**src/rtl/packet_serializer.sv**
```systemverilog
// Packet serializer: captures a reward-stage result, arbitrates for the
// channel, then streams header, payload words and an XOR checksum over a
// valid/ready word interface. Abandons the packet if the grant never comes.
module packet_serializer #(
    parameter int WORD_WIDTH    = 16,
    parameter int GRANT_TIMEOUT = 64
) (
    input  logic                  clk,
    input  logic                  rst,
    input  logic                  reward_done,
    input  logic [2:0]            rPacketType,
    input  logic [WORD_WIDTH-1:0] rSourceID,
    input  logic [WORD_WIDTH-1:0] rEnergyLeft,
    input  logic [WORD_WIDTH-1:0] rQValue,
    input  logic [WORD_WIDTH-1:0] rSourceHops,
    input  logic [WORD_WIDTH-1:0] rDestinationID,
    input  logic [WORD_WIDTH-1:0] rChosenCH,
    input  logic [WORD_WIDTH-1:0] rHopsFromCH,
    output logic                  tx_req,
    input  logic                  tx_grant,
    output logic [WORD_WIDTH-1:0] tx_data,
    output logic                  tx_valid,
    input  logic                  tx_ready,
    output logic                  tx_last,
    output logic                  tx_busy,
    output logic                  tx_abort,
    output logic                  tx_overrun
);

    typedef enum logic [1:0] {
        IDLE = 2'd0,
        ARB  = 2'd1,
        SEND = 2'd2
    } state_t;

    localparam logic [15:0] TIMEOUT_LAST = 16'(GRANT_TIMEOUT - 1);

    // Total words per packet type, header and checksum included; 0 = not sent.
    function automatic logic [3:0] pkt_len(input logic [2:0] ptype);
        logic [3:0] len;
        case (ptype)
            3'b000:  len = 4'd6;
            3'b010:  len = 4'd5;
            3'b011:  len = 4'd6;
            3'b100:  len = 4'd4;
            3'b101:  len = 4'd7;
            3'b110:  len = 4'd7;
            default: len = 4'd0;
        endcase
        return len;
    endfunction

    // Word at position idx of a packet of the given type.
    function automatic logic [WORD_WIDTH-1:0] word_at(
        input logic [2:0]            ptype,
        input logic [2:0]            idx,
        input logic [WORD_WIDTH-1:0] src,
        input logic [WORD_WIDTH-1:0] energy,
        input logic [WORD_WIDTH-1:0] qval,
        input logic [WORD_WIDTH-1:0] hops,
        input logic [WORD_WIDTH-1:0] dest,
        input logic [WORD_WIDTH-1:0] ch,
        input logic [WORD_WIDTH-1:0] hops_ch,
        input logic [WORD_WIDTH-1:0] chk
    );
        logic [WORD_WIDTH-1:0] w;
        logic [3:0]            len;
        len = pkt_len(ptype);
        w   = '0;
        if (idx == 3'd0) begin
            w[WORD_WIDTH-1 -: 3] = ptype;
            w[3:0]               = len;
        end else if ({1'b0, idx} == len - 4'd1) begin
            w = chk;
        end else if (idx == 3'd1) begin
            w = src;
        end else begin
            case (ptype)
                3'b000: begin
                    case (idx)
                        3'd2:    w = hops;
                        3'd3:    w = energy;
                        3'd4:    w = qval;
                        default: w = '0;
                    endcase
                end
                3'b010: begin
                    case (idx)
                        3'd2:    w = ch;
                        3'd3:    w = hops_ch;
                        default: w = '0;
                    endcase
                end
                3'b011: begin
                    case (idx)
                        3'd2:    w = dest;
                        3'd3:    w = energy;
                        3'd4:    w = qval;
                        default: w = '0;
                    endcase
                end
                3'b100: begin
                    case (idx)
                        3'd2:    w = dest;
                        default: w = '0;
                    endcase
                end
                3'b101, 3'b110: begin
                    case (idx)
                        3'd2:    w = dest;
                        3'd3:    w = energy;
                        3'd4:    w = qval;
                        3'd5:    w = hops;
                        default: w = '0;
                    endcase
                end
                default: w = '0;
            endcase
        end
        return w;
    endfunction

    // Checksum: XOR of header and every payload word of the packet.
    function automatic logic [WORD_WIDTH-1:0] checksum(
        input logic [2:0]            ptype,
        input logic [WORD_WIDTH-1:0] src,
        input logic [WORD_WIDTH-1:0] energy,
        input logic [WORD_WIDTH-1:0] qval,
        input logic [WORD_WIDTH-1:0] hops,
        input logic [WORD_WIDTH-1:0] dest,
        input logic [WORD_WIDTH-1:0] ch,
        input logic [WORD_WIDTH-1:0] hops_ch
    );
        logic [WORD_WIDTH-1:0] acc;
        logic [3:0]            len;
        len = pkt_len(ptype);
        acc = '0;
        for (int i = 0; i < 7; i++) begin
            if (4'(i) < len - 4'd1) begin
                acc = acc ^ word_at(ptype, 3'(i), src, energy, qval, hops,
                                    dest, ch, hops_ch, '0);
            end
        end
        return acc;
    endfunction

    state_t                state_q;
    logic [2:0]            type_q;
    logic [WORD_WIDTH-1:0] src_q, energy_q, qval_q, hops_q;
    logic [WORD_WIDTH-1:0] dest_q, ch_q, hops_ch_q, chk_q;
    logic [3:0]            len_q;
    logic [2:0]            idx_q;
    logic [15:0]           wait_q;
    logic [WORD_WIDTH-1:0] tx_data_q;
    logic                  tx_req_q, tx_valid_q, tx_last_q;
    logic                  tx_busy_q, tx_abort_q, tx_overrun_q;

    logic [2:0]            idx_nxt_d;
    logic [WORD_WIDTH-1:0] word_nxt_d;
    logic [WORD_WIDTH-1:0] chk_d;
    logic                  accept_d;

    // Next word to present and the checksum of the packet being offered.
    always_comb begin
        idx_nxt_d  = idx_q + 3'd1;
        word_nxt_d = word_at(type_q, idx_nxt_d, src_q, energy_q, qval_q, hops_q,
                             dest_q, ch_q, hops_ch_q, chk_q);
        chk_d      = checksum(rPacketType, rSourceID, rEnergyLeft, rQValue,
                              rSourceHops, rDestinationID, rChosenCH, rHopsFromCH);
        accept_d   = (pkt_len(rPacketType) != 4'd0);
    end

    // Control FSM with captured fields and registered outputs.
    always_ff @(posedge clk) begin
        if (rst) begin
            state_q      <= IDLE;
            type_q       <= 3'd0;
            src_q        <= '0;
            energy_q     <= '0;
            qval_q       <= '0;
            hops_q       <= '0;
            dest_q       <= '0;
            ch_q         <= '0;
            hops_ch_q    <= '0;
            chk_q        <= '0;
            len_q        <= 4'd0;
            idx_q        <= 3'd0;
            wait_q       <= 16'd0;
            tx_data_q    <= '0;
            tx_req_q     <= 1'b0;
            tx_valid_q   <= 1'b0;
            tx_last_q    <= 1'b0;
            tx_busy_q    <= 1'b0;
            tx_abort_q   <= 1'b0;
            tx_overrun_q <= 1'b0;
        end else begin
            tx_abort_q   <= 1'b0;
            tx_overrun_q <= reward_done && (state_q != IDLE);
            case (state_q)
                IDLE: begin
                    if (reward_done && accept_d) begin
                        type_q    <= rPacketType;
                        src_q     <= rSourceID;
                        energy_q  <= rEnergyLeft;
                        qval_q    <= rQValue;
                        hops_q    <= rSourceHops;
                        dest_q    <= rDestinationID;
                        ch_q      <= rChosenCH;
                        hops_ch_q <= rHopsFromCH;
                        chk_q     <= chk_d;
                        len_q     <= pkt_len(rPacketType);
                        wait_q    <= 16'd0;
                        state_q   <= ARB;
                        tx_req_q  <= 1'b1;
                        tx_busy_q <= 1'b1;
                    end
                end
                ARB: begin
                    // A grant in the timeout cycle still wins.
                    if (tx_grant) begin
                        state_q    <= SEND;
                        idx_q      <= 3'd0;
                        tx_req_q   <= 1'b0;
                        tx_valid_q <= 1'b1;
                        tx_last_q  <= 1'b0;
                        tx_data_q  <= word_at(type_q, 3'd0, src_q, energy_q, qval_q,
                                              hops_q, dest_q, ch_q, hops_ch_q, chk_q);
                    end else if (wait_q == TIMEOUT_LAST) begin
                        state_q    <= IDLE;
                        tx_req_q   <= 1'b0;
                        tx_busy_q  <= 1'b0;
                        tx_abort_q <= 1'b1;
                    end else begin
                        wait_q <= wait_q + 16'd1;
                    end
                end
                SEND: begin
                    if (tx_ready) begin
                        if (tx_last_q) begin
                            state_q    <= IDLE;
                            tx_valid_q <= 1'b0;
                            tx_last_q  <= 1'b0;
                            tx_busy_q  <= 1'b0;
                            tx_data_q  <= '0;
                        end else begin
                            idx_q      <= idx_nxt_d;
                            tx_data_q  <= word_nxt_d;
                            tx_last_q  <= ({1'b0, idx_nxt_d} == len_q - 4'd1);
                        end
                    end
                end
                default: begin
                    state_q    <= IDLE;
                    tx_req_q   <= 1'b0;
                    tx_valid_q <= 1'b0;
                    tx_last_q  <= 1'b0;
                    tx_busy_q  <= 1'b0;
                    tx_data_q  <= '0;
                end
            endcase
        end
    end

    assign tx_req     = tx_req_q;
    assign tx_data    = tx_data_q;
    assign tx_valid   = tx_valid_q;
    assign tx_last    = tx_last_q;
    assign tx_busy    = tx_busy_q;
    assign tx_abort   = tx_abort_q;
    assign tx_overrun = tx_overrun_q;

endmodule
```
**config.mk**
```make
export PLATFORM = sky130hd
export DESIGN_NAME = packet_serializer
export DESIGN_NICKNAME = d
export VERILOG_FILES = /design/src/rtl/packet_serializer.sv
export SDC_FILE = /design/constraint.sdc
export NUM_CORES = 1
export LEC_CHECK = 0
export ABC_AREA = 1
export CAP_MARGIN = 20
export CELL_PAD_IN_SITES_DETAIL_PLACEMENT = 1
export CELL_PAD_IN_SITES_GLOBAL_PLACEMENT = 1
export CORE_UTILIZATION = 36
export CTS_BUF_LIST = sky130_fd_sc_hd__clkbuf_2 sky130_fd_sc_hd__clkbuf_4 sky130_fd_sc_hd__clkbuf_8
export DETAILED_ROUTE_END_ITERATION = 6
export GPL_TIMING_DRIVEN = 0
export PLACE_DENSITY_LB_ADDON = 0.1
export SKIP_LAST_GASP = 1
export SYNTH_ARGS = -nofsm -noshare
export SYNTH_HDL_FRONTEND = slang
export SYNTH_SLANG_ARGS = --single-unit
```
**constraint.sdc**
```tcl
create_clock -name clk -period 2.1 [get_ports clk]
set_input_delay 0.525 -clock clk [delete_from_list [all_inputs] [get_ports clk]]
set_output_delay 0.525 -clock clk [all_outputs]
set_load 0.005 [all_outputs]
```
Word level (Yosys, flattened, before mapping)
Cells that the tools add are included.
{"block": "classes", "bitwise": 9, "eq_ne": 34, "n_addsub": 10, "muxes": 73, "magnitude_cmp": 7, "n_reduce_logical": 25}
{"op": "$mux 16", "n": 29}
{"op": "$pmux 16 s3", "n": 4}
{"op": "$pmux 16 s2", "n": 3}
{"op": "$xor 16x16->16", "n": 6}
{"op": "$pmux 16 s5", "n": 1}
{"op": "$pmux 16 s4", "n": 1}
{"op": "$sub 4x1->4 const B", "n": 8}
{"op": "$eq 3x3->1 const B", "n": 8}
{"op": "$mux 4", "n": 6}
{"op": "$pmux 3 s4", "n": 2}
{"op": "$eq 3x2->1 const B", "n": 6}
{"op": "$add 16x1->16 const B", "n": 1}
{"op": "$eq 16x6->1 const B", "n": 1}
{"op": "$ne 2x2->1 const B", "n": 8}
{"op": "$reduce_and 4->1", "n": 4}
{"op": "$lt 3x4->1 const A", "n": 3}
{"op": "$mux 3", "n": 4}
{"op": "$pmux 1 s3", "n": 4}
{"op": "$mux 1", "n": 11}
{"op": "$mux 2", "n": 5}
{"op": "$logic_not 3->1", "n": 3}
{"op": "$mux 9", "n": 1}
{"op": "$eq 2x4->1 const A", "n": 2}
{"op": "$eq 3x4->1", "n": 2}
{"op": "other kinds (22)", "n": 35}
{"block": "word_totals", "ff_bits": 178, "in_bits": 120, "wordCells": 178, "output_inout_bits": 22}

Logic depth before layout (Yosys ltp)
{"block": "logic_depth", "ltp_word": 22, "mapped_depth": 19, "mapped_depth_nobuf": 19}

Worst setup path before layout
OpenSTA, ideal clock, no wires.
{"block": "synth_path", "path_type": "flip-flop to flip-flop", "from": "register type_q[0]", "to": "register tx_data_q[2], in the netlist tx_data[2]", "setup_ps": 71, "period_less_slack_ps": 2135, "slack_ps": -35, "path_buffers": 1, "path_stages_with_launch": 18, "t_required_ps": 2029, "arrival_time_ps": 2064, "path_cell_list": "dfxtp_1 -> nor2_2 -> nand2_1 -> nand3_1 -> inv_1 -> ha_1 -> xor2_1 -> nand3_1 -> nor2_1 -> nand2_1 -> buf_2 -> o21ai_1 -> inv_1 -> nand2_1 -> nand2_1 -> nand2_1 -> nand2_1 -> a21oi_1"}
{"block": "synth_between", "elab_chain_cells": 10, "elab_cells_between_ends": 19, "classes_between": "1 x add/sub; 6 x eq/ne; 9 x mux; 3 x reduce/logical"}
{"element": "start: declaration", "line_no": "148", "text": "logic [2:0] type_q;"}
{"element": "start signal: assignment", "line_no": "202", "text": "type_q <= rPacketType;"}
{"element": "$eq 3x3->1 (tied with other cells)", "line_no": "41, 78"}
{"element": "$reduce_or 2->1 (no line)"}
{"element": "$pmux 3 s4", "line_no": "41", "text": "case (ptype)"}
{"element": "$sub 4x1->4", "line_no": "73", "text": "end else if ({1'b0, idx} == len - 4'd1) begin"}
{"element": "$eq 3x4->1", "line_no": "73"}
{"element": "$mux 16", "line_no": "73"}
{"element": "$mux 4", "line_no": "70", "text": "if (idx == 3'd0) begin"}
{"element": "$mux 16", "line_no": "239", "text": "if (tx_last_q) begin"}
{"element": "$mux 16", "line_no": "238", "text": "if (tx_ready) begin"}
{"element": "$pmux 16 s3 (*)", "line_no": "199", "text": "case (state_q)"}
{"element": "end signal: assignment", "line_no": "226", "text": "tx_data_q <= word_at(type_q, 3'd0, src_q, energy_q, qval_q,"}
{"element": "end signal: assignment", "line_no": "247", "text": "tx_data_q <= word_nxt_d;"}
{"element": "end: declaration", "line_no": "154", "text": "logic [WORD_WIDTH-1:0] tx_data_q;"}
Every way passes the cells marked *; elsewhere a longest branch is shown, timed or not. The select of a mux whose other input is x is not followed.
A chain may end at the register's enable or synchronous reset.

Worst setup path in the final report
{"block": "layout_path", "from": "register type_q[0]", "to": "register tx_data_q[5], in the netlist tx_data[5]"}
{"block": "layout_between", "elab_chain_cells": 10, "elab_cells_between_ends": 18, "classes_between": "1 x add/sub; 6 x eq/ne; 8 x mux; 3 x reduce/logical"}
{"element": "$eq 3x3->1 (tied with other cells)", "line_no": "41, 78"}
{"element": "$reduce_or 2->1 (no line)"}
{"element": "$pmux 3 s4", "line_no": "41"}
{"element": "$sub 4x1->4", "line_no": "73"}
{"element": "$eq 3x4->1", "line_no": "73"}
{"element": "$mux 16 (*)", "line_no": "73"}
{"element": "$mux 9 (*)", "line_no": "70"}
{"element": "$mux 16 (*)", "line_no": "239"}
{"element": "$mux 16 (*)", "line_no": "238"}
{"element": "$pmux 16 s3 (*)", "line_no": "199"}
Marked as above.

==> qor.csv <==
metric;value;unit
initial_core_util;36.5;%
rsz0062_at_grt;yes;
nNetsFinal;1775;
cp_max_fo;10;
yosys.area.top_type;dfxtp_1;
critical_path_class;reg2reg;
clkLatencyLatePin;0.49;ns
syn_inst;1456;
die_w;167;µm
cts_root_buf;clkbuf_8;
syn_area_per_cell;6.75;µm²
slowest_stage;dfxtp_4;
fin_hold_ws;0.462;ns
first_pass_iters;7;
finalMaxSlewViolations;0;
tritoncts;built;
drive_gt1_share;14.0;%
netlist_top_cells_count;nand2_1 (293), dfxtp_1 (177), nor2_1 (163);
clock_sinks;177;
vias;10972;
ctsHtreeMaxLevel;4;
postCtsHoldBufs;0;
avgViaCountPerCell;5.49;
tightest_slew;0.735;ns
synth_edf_count;0;
hold_start;rPacketType[0];
final.setup.worst_slack;-0.269;ns
cp_slowest_stage_delay;0.40;ns
rows;60;
yosysWarnings;0;
synth_fp_nets;1587;
critPathLaunch;type_q[0];
crit_path_start_kind;register;
synth_area;0.00982;mm²
setup_viol;16;
path_clk_slew;0.10;ns
route.detailed.drc;1;
place_ws;-1.35;ns
globalplace.congestion;0.912;
ioPinCount;142;
p_total;11.6;mW
yosysSeqAreaShare;36.1;%
cp.required;2.45;ns
hp-class;in2reg;
synth-seq-cells;177;
min_period;2.37;ns
worstPathCellList;nor2_4 > inv_2 > nand2_4 > nand3_4 > inv_4 > ha_4 > xor2_1 > nand3_1 > nor2_1 > nand2_2 > clkbuf_8 > o21ai_0 > a21o_1 > a21oi_1;
min_path_cells;3;
final_hold_viol_count;0;
final_util;47.7;%
grt-ovfl-total;0;
postSynth.topFlopCell;dfxtp_1;
max-vdd-ir-drop;0.365;mV
powerDensity;906;mW/mm²
synthDistinctLibCells;49;
die_h;167;µm
drt_iter0_markers;761;
r2r_cells;14;
die_area;0.0279;mm²
final.setup_skew;0.0206;ns
drv_cap;0;
synth.most_common_cell;nand2_1;
status;finished with violations;
violations;DRC, setup timing;
synth_area_leaders;dfxtp_1 (36%), nand2_1 (11%), o21ai_0 (7.8%), a21oi_1 (6.6%), nor2_1 (6.2%);
period_share;113;%
ant_nets;0;
wl;44800;µm
grt_pass1_vias;11038;
port-buffer-count;140;
async_flop_share;0;%
slew-limit-headroom;51.0;%
synth_top_area_share;36.1;%
cts_buffer_depth;2;
antenna_found_initial;0;
crit_arrival;2.72;ns
endpoint_kind;register;
antenna_cells;0;
core;0.0269;mm²
fmax;0.422;GHz
grt_max_degree;18;
post_drt_wl_per_cell;22.4;µm
hpwl;33200;µm
p_leak;5.30;nW
grt_usage;32.3;%
grt_first_pass_wirelength;67000;µm
reg2reg_from;type_q[0];
syn2layout_area_growth;30.4;%
cts_buffers;17;
==> cell type report <==
class,count,area (µm²)
sequential,177,3560
timing repair buffer,171,1650
fill,3474,14100
multi-input combinational,1045,5710
clock buffer,19,255
clock inverter,13,118
tap,341,427
buffer,78,483
inverter,154,606
==> per-stage QoR <==
step | instances | instance area (µm²) | setup TNS, ns
floorplan | 1456 | 9830 | 0
global placement | 1937 | 11700 | -167.10
detailed placement | 1937 | 11700 | -178.71
CTS | 1987 | 12600 | -2.69
global route | 1998 | 12800 | -5.72
finish | 1998 | 12800 | -3.43
==> state kept, by name, summed over array words and instances (netlist names), 3 cells and up <==
signal and count:
dest_q 16, ch_q 16, idx_q 3, hops_q 16, wait_q 16, len_q 3, qval_q 16, src_q 16
hops_ch_q 16, energy_q 16, chk_q 16, tx_data 16, type_q 3
==> final timing paths <==
| check | slack (ns) | endpoint |
|---|---|---|
| worst max-delay path | -0.27 | tx_data[5] |
| worst min-delay path | 0.46 | type_q[0] |
| worst max register to register | -0.27 | tx_data[5] |
| worst min register to register | 0.46 | ch_q[9] |
==> layer usage <==
layer	part of all wire [%]	GRT usage [%]
met5	0	0
met4	4.4	16.2
met3	7.1	5.39
met2	45	51.6
met1	43	42.0
==> cell families after synthesis <==
logic type,synth area share [%]
DFF,36.1
adders and majority gates,1.40
buffers and inverters,9.67
xor gates and xnor gates,6.32
and+or+nand+nor,25.1
AOI/OAI and AO/OA,21.4
==> placed cells by master, fill, tap and decap left out, drive strengths merged, types with 4 or more instances in the layout <==
master / n
a211oi: 4
a21o: 8
a21oi: 129
a22oi: 26
buf: 74
clkbuf: 57
clkdlybuf4s50: 137
clkinv: 5
dfxtp: 177
ha: 11
inv: 160
nand2: 299
nand3: 87
nand4: 16
nor2: 168
nor3: 14
o2111ai: 8
o21ai: 165
o22ai: 21
or2: 4
xnor2: 36
xor2: 34
==> critical path, delay by kind of cell, from the launching register on <==
kind	cells	cell delay [ns]
DFF	1	0.40
buffers and inverters	3	0.34
AOI/OAI and AO/OA	3	0.43
and+or+nand+nor	6	0.75
xor gates and xnor gates	1	0.12
adders and majority gates	1	0.20
==> what timing repair did <==
| action | CTS | global route |
|---|---|---|
| buffers inserted | 18 | 11 |
| gates cloned | 2 | 0 |
| gates resized for setup | 124 | 61 |
| pin swaps | 20 | 15 |
| endpoints found under the setup margin | 171 | 143 |
==> power by group <==
part           leakage [nW]  switching (mW)  internal [mW]
Combinational          3.65            3.30           1.75
Clock                 0.196            1.52          0.919
Sequential             1.46           0.288           3.83
Total                  5.30            5.10           6.50
No activity file was read; power rests on OpenSTA's default activity.
